[config.mk]
export PLATFORM = sky130hd
export DESIGN_NAME = dec2bin
export DESIGN_NICKNAME = d
export VERILOG_FILES = /design/src/rtl/dec2bin.sv
export SDC_FILE = /design/constraint.sdc
export NUM_CORES = 1
export LEC_CHECK = 0
export ABC_AREA = 1
export CAP_MARGIN = 20
export CORE_MARGIN = 1
export CORE_UTILIZATION = 51
export DETAILED_ROUTE_END_ITERATION = 8
export PLACE_DENSITY_LB_ADDON = 0.12
export SETUP_SLACK_MARGIN = 0.02
export SLEW_MARGIN = 20
export SYNTH_ARGS = -nofsm -noshare
export SYNTH_HDL_FRONTEND = slang
export SYNTH_SLANG_ARGS = --single-unit
[constraint.sdc]
create_clock -name clk -period 3 [get_ports clk]
set_input_delay 0.6 -clock clk [delete_from_list [all_inputs] [get_ports clk]]
set_output_delay 0.6 -clock clk [all_outputs]
set_load 0.1 [all_outputs]
[src/rtl/dec2bin.sv]
// dec2bin: sequential packed-BCD to unsigned binary converter.
// Consumes one decimal digit per cycle, most significant first, using a
// multiply-by-10-and-add accumulator that saturates at 2^OUT_W-1.
module dec2bin #(
  parameter int DIGITS = 4,
  parameter int OUT_W  = 13
) (
  input  logic                  clk,
  input  logic                  rst,
  input  logic                  start,
  input  logic [4*DIGITS-1:0]   bcd,
  output logic                  busy,
  output logic                  done,
  output logic [OUT_W-1:0]      bin,
  output logic                  err,
  output logic                  ovf
);

  localparam int AW = OUT_W + 4;
  localparam int CW = (DIGITS > 1) ? $clog2(DIGITS) : 1;
  localparam logic [AW-1:0] MAXV = {4'b0000, {OUT_W{1'b1}}};
  localparam logic [CW-1:0] LAST = CW'(DIGITS - 1);

  typedef enum logic {IDLE, CONV} state_t;

  state_t              state, state_n;
  logic [4*DIGITS-1:0] opnd, opnd_n;
  logic [AW-1:0]       acc, acc_n;
  logic [CW-1:0]       cnt, cnt_n;
  logic                serr, serr_n;
  logic                sovf, sovf_n;
  logic                done_n;
  logic [OUT_W-1:0]    bin_n;
  logic                err_n, ovf_n;
  logic [3:0]          digit;
  logic [AW-1:0]       prod;

  // Busy is a pure decode of the registered state.
  always_comb begin
    busy = (state == CONV);
  end

  // Next-state, accumulator step and result capture.
  always_comb begin
    state_n = state;
    opnd_n  = opnd;
    acc_n   = acc;
    cnt_n   = cnt;
    serr_n  = serr;
    sovf_n  = sovf;
    done_n  = 1'b0;
    bin_n   = bin;
    err_n   = err;
    ovf_n   = ovf;
    digit   = opnd[4*cnt +: 4];
    // acc never exceeds MAXV, so acc*10+9 fits in AW bits without wrapping
    prod    = (acc << 3) + (acc << 1) + AW'(digit);
    case (state)
      IDLE: begin
        if (start) begin
          opnd_n  = bcd;
          acc_n   = '0;
          serr_n  = 1'b0;
          sovf_n  = 1'b0;
          cnt_n   = LAST;
          state_n = CONV;
        end
      end
      CONV: begin
        if (digit > 4'd9) begin
          serr_n = 1'b1;
        end else if (sovf) begin
          acc_n = MAXV;
        end else if (prod > MAXV) begin
          sovf_n = 1'b1;
          acc_n  = MAXV;
        end else begin
          acc_n = prod;
        end
        cnt_n = cnt - 1'b1;
        // Result uses the sticky bits including the digit processed this edge
        if (cnt == '0) begin
          bin_n   = serr_n ? '0 : acc_n[OUT_W-1:0];
          err_n   = serr_n;
          ovf_n   = sovf_n & ~serr_n;
          done_n  = 1'b1;
          cnt_n   = '0;
          state_n = IDLE;
        end
      end
      default: state_n = IDLE;
    endcase
  end

  // State and datapath registers with synchronous reset.
  always_ff @(posedge clk) begin
    if (rst) begin
      state <= IDLE;
      opnd  <= '0;
      acc   <= '0;
      cnt   <= '0;
      serr  <= 1'b0;
      sovf  <= 1'b0;
      done  <= 1'b0;
      bin   <= '0;
      err   <= 1'b0;
      ovf   <= 1'b0;
    end else begin
      state <= state_n;
      opnd  <= opnd_n;
      acc   <= acc_n;
      cnt   <= cnt_n;
      serr  <= serr_n;
      sovf  <= sovf_n;
      done  <= done_n;
      bin   <= bin_n;
      err   <= err_n;
      ovf   <= ovf_n;
    end
  end

endmodule

# After elaboration in Yosys (flattened, before gate mapping)
# Cells that the tools add are included.
# W data, S select, Z words.
[word_totals] reg_bits=53 input_bits=19 out_inout_bits=17
[classes] n_addsub=3 magnitude_cmp=2 n_eq_ne=2 n_shift=1 n_mux=22 n_bitwise=3 reduce_logical=5
[ops] op="$mux W16" n=4
[ops] op="$pmux W16 S2" n=1
[ops] op="$add A17 B17 Y17" n=1
[ops] op="$add A17 B4 Y17" n=1
[ops] op="$gt A17 B13 Y1 const B" n=1
[ops] op="$shiftx A16 B5 Y4" n=1
[ops] op="$mux W13" n=1
[ops] op="$mux W1" n=10
[ops] op="$pmux W1 S2" n=3
[ops] op="$reduce_and A2 Y1" n=3
[ops] op="$gt A4 B4 Y1 const B" n=1
[ops] op="$mux W2" n=2
[ops] op="$ne A2 B2 Y1 const B" n=2
[ops] op="$pmux W2 S2" n=1
[ops] op="$logic_not A2 Y1" n=1
[ops] op="$not A1 Y1" n=2
[ops] op="$reduce_or A2 Y1" n=1
[ops] op="$sub A2 B1 Y2 const B" n=1
[ops] op="$and A1 B1 Y1" n=1

# Logic depth before layout (Yosys ltp)
[depth] word_depth=8 depth_mapped=22 mapped_depth_nobuf=20

# Worst setup path before layout
# Ideal clock, no wire load.
[synth_timing] path_type="flip-flop to flip-flop" from="reg cnt[1]" to="reg acc[6]" setup_ns=0.132 arrival_ns=2.846 slack_ns=0.022 path_stages_with_launch=21 synth_period_minus_slack_ns=2.978 path_cell_list="dfxtp_1 -> buf_4 -> nand2_1 -> o221ai_1 -> inv_2 -> fa_1 -> inv_1 -> fa_1 -> nand2_1 -> nand2_1 -> nand3b_1 -> nand2_1 -> nand2_1 -> nand2_1 -> nand2_1 -> nand2_1 -> nor2_2 -> buf_4 -> nand4_1 -> nand3_1 -> a21oi_1"
[synth_via] elab_chain_cells=7
[synth_lines] item="start, declared" line_no="29" text="logic [CW-1:0] cnt, cnt_n;"
[synth_lines] item="start signal, assigned" line_no="112" text="cnt <= cnt_n;"
[synth_lines] item="$shiftx A16 B5 Y4 *" line_no="55" text="digit = opnd[4*cnt +: 4];"
[synth_lines] item="$add A17 B4 Y17" line_no="57" text="prod = (acc << 3) + (acc << 1) + AW'(digit);"
[synth_lines] item="$gt A17 B13 Y1" line_no="74" text="end else if (prod > MAXV) begin"
[synth_lines] item="$mux W16" line_no="74"
[synth_lines] item="$mux W16" line_no="72" text="end else if (sovf) begin"
[synth_lines] item="$mux W16 *" line_no="70" text="if (digit > 4'd9) begin"
[synth_lines] item="$pmux W16 S2 *" line_no="58" text="case (state)"
[synth_lines] item="end signal, assigned" line_no="111" text="acc <= acc_n;"
[synth_lines] item="end, declared" line_no="28" text="logic [AW-1:0] acc, acc_n;"
# Mark *: on every way between the ends. The rest lies on a longest branch, timed or not. The select of a mux whose other input is x is not followed.
# A chain may end at the register's enable or synchronous reset.

# Worst setup path in the final report
[layout_timing] from="reg cnt[0]" to="reg acc[4]"
# The elaborated chain is that of the path after synthesis.

==> metrics.yaml <==
row_count: 28
synth_largest_area_cell: "dfxtp_1"
yosysUniqueCellTypes: 37
synth_warnings: 0
grt_start_max_net_pins: 19
synth_compound_area_share_pct: 10.2
ir_drop_mv: 0.406
power_w: 0.00220
num-fill-cells: 556
htree_levels: 2
yosysSeqAreaShare_pct: 32.5
port_buffers: 35
drv_cap: 0
hold_viol_final: 0
worst_pin_slew_ns: 0.845
cp_slowest_cell: "fa_1"
num_io_pins: 36
die_w_um: 82.0
slew_headroom_pct: 43.5
synth_area_mm2: 0.00327
routabilityCongestion: 0.874
layout.cells.non_filler: 588
critPathMaxFanout: 7
start_util_pct: 53.9
first_iter_violations: 177
vias: 3134
grtUsageTotal_pct: 24.5
min_path_type: "flop to flop"
finalSetupTns_ns: 0
period_minus_slack_ns: 2.96
numCtsBuffers: 5
nets: 561
routed_via_density: 5.33
dpl.hpwl_um: 5940
firstDrtPassIters: 4
fin_crit_sh_pct: 98.7
insertion_delay_ns: 0.31
clk_pin_slew_ns: 0.10
globalRoute.totalOverflow: 0
drv_slew: 0
path_cells: "buf_6 -> nand2_2 -> nand3_2 -> o221ai_2 -> inv_2 -> fa_1 -> inv_1 -> ha_1 -> or2_1 -> nand3b_1 -> nand2_2 -> nand2_1 -> nand2_1 -> nand2_1 -> nand2_2 -> nor2_4 -> buf_12 -> nand4_1 -> nand3_1 -> a21oi_2"
areaGrowthSynthToFinish_pct: 21.7
synthAdderAreaFrac_pct: 11.9
antennaDiodeCount: 0
fin_ws_ns: 0.0391
ctsLongestPathBuffers: 2
finalSetupViolCount: 0
ff_latch_area_mm2: 0.00107
critPathLaunchType: "flop"
core_area_mm2: 0.00606
ys_ff_latch: 53
powerDensity_mw_per_mm2: 554
outcome: "finished clean"
drc_errors: 0
synth-xor-area-share_pct: 2.41
critPathKind: "flop to flop"
holdWs_ns: 0.455
synthTopCellsByArea: "dfxtp_1 (32%), nand2_1 (13%), ha_1 (11%)"
synthTopCellsByCount: "nand2_1 (114), dfxtp_1 (53), inv_1 (47), nor2_1 (40), nand3_1 (38)"
synth_top_family_by_area: "simple AND/OR/NAND/NOR gates"
skew_ns: 0.00321
path_buf_inv: 4
synth_simple_gate_area_share_pct: 33.8
synth_edf_count: 0
slowest_delay_ns: 0.39
die_area_mm2: 0.00673
multi_input_area_mm2: 0.00200
place_ws_ns: -0.0813
die_h_um: 82.0
worstPathArrival_ns: 3.17
fmax_mhz: 338
rsz0062_at_grt: "yes"
synth_top_cell_area_share_pct: 32.5
root_buffer: "clkbuf_8"
grt_pass1_wl_um: 12600
async_flop_share_pct: 0
drtAntennaViolNets: 0
synth-main-ff-cell: "dfxtp_1"
grt_pass1_vias: 2913
power_leakage_nw: 1.94
synth_fp_nets: 514
crit_family: "simple AND/OR/NAND/NOR gates"
cts_tree: "done"
wl_per_cell_um: 13.4
cts_sinks: 53
ctsHoldBuffers: 0
end_kind: "flop"
cp.required_ns: 3.20
drive_gt1_share_pct: 17.3
antenna_found_initial: 0
postRouteWirelength_um: 7860
syn_avg_cell_area_um2: 7.03
yosys.cell_count.top_type: "nand2_1"
synth_cells: 465
dp_cells: 576
synth_mux_area_share_pct: 0
==> worst min-delay path, stage by stage, from the launching register on <==
cell,delay (ns)
dfxtp_1,0.32
nand2_1,0.06
nand2_1,0.04
==> power by group <==
group	internal, W	switching, W	total, W	leakage (nW)
registers	0.000775	0.0000613	0.000836	0.435
logic	0.000345	0.000612	0.000957	1.46
clock network	0.000167	0.000240	0.000407	0.0456
==> cell type report <==
type	instances	share of cell area, %
Tap cell	75	2.36
Inverter	54	5.16
Timing Repair Buffer	57	13.2
Multi-Input combinational cell	341	50.3
Clock inverter	2	0.346
Clock buffer	6	1.83
Sequential cell	53	26.9
==> final timing paths <==
check	startpoint	to	slack [ns]	cells after the start
max	cnt[0]	acc[4]	0.04	20
min	bin[12]	bin[12]	0.46	2
max reg2reg	cnt[0]	acc[4]	0.04	20
min reg2reg	bin[12]	bin[12]	0.46	2
==> flip-flops by register name (all words and copies together), names as in the netlist <==
| signal | count |
|---|---|
| ovf | 1 |
| acc | 16 |
| err | 1 |
| cnt | 2 |
| done | 1 |
| opnd | 16 |
| bin | 13 |
| serr | 1 |
| sovf | 1 |
| busy | 1 |
==> cells in the final DEF, fill, tap and decap left out, types with 2 or more instances in the layout <==
cell type	instances
nand3_1	36
nand3_2	2
ha_1	25
xor2_1	4
dfxtp_4	2
nor3b_1	3
buf_4	34
nand2_1	108
clkbuf_8	5
buf_12	2
or2_1	10
or2_2	2
clkdlybuf4s50_1	18
xnor2_1	5
inv_2	6
nor2_4	7
nor2_1	38
nand3b_1	4
nor3_1	3
o21ai_1	2
nand4_1	15
buf_6	2
ha_4	2
o21ai_0	22
dfxtp_1	51
o211ai_1	2
inv_1	46
nor2_2	2
a21oi_2	6
a21oi_1	26
nand2_2	8
==> routing by layer <==
layer	GRT usage (%)	up-vias	routed length [um]
li1	-	1621	-
met1	28.3	1429	3470
met2	45.5	70	3980
met3	4.22	14	295
met4	7.37	0	119
met5	0	-	0
==> through the flow <==
stage / utilization (%) / area (um2)
floorplan: - / 3270
global placement: 61.6 / 3730
detailed placement: 61.6 / 3730
CTS: 63.2 / 3830
global route: 65.6 / 3980
finish: 65.6 / 3980
==> repair_timing <==
item,in CTS,in global routing
pin swaps,1,16
buffers inserted,0,3
gates resized for setup,4,27
cloned,0,1
setup endpoints to repair,28,28
==> cell families (layout without fill, tap and decap cells) <==
logic type | count (synthesis) | in the layout
AOI/OAI and AO/OA | 61 | 61
buffers and inverters | 71 | 119
xor gates and xnor gates | 9 | 9
DFF | 53 | 53
adders and majority gates | 30 | 30
and+or+nand+nor | 241 | 241
(Power assumes the default switching activity.)
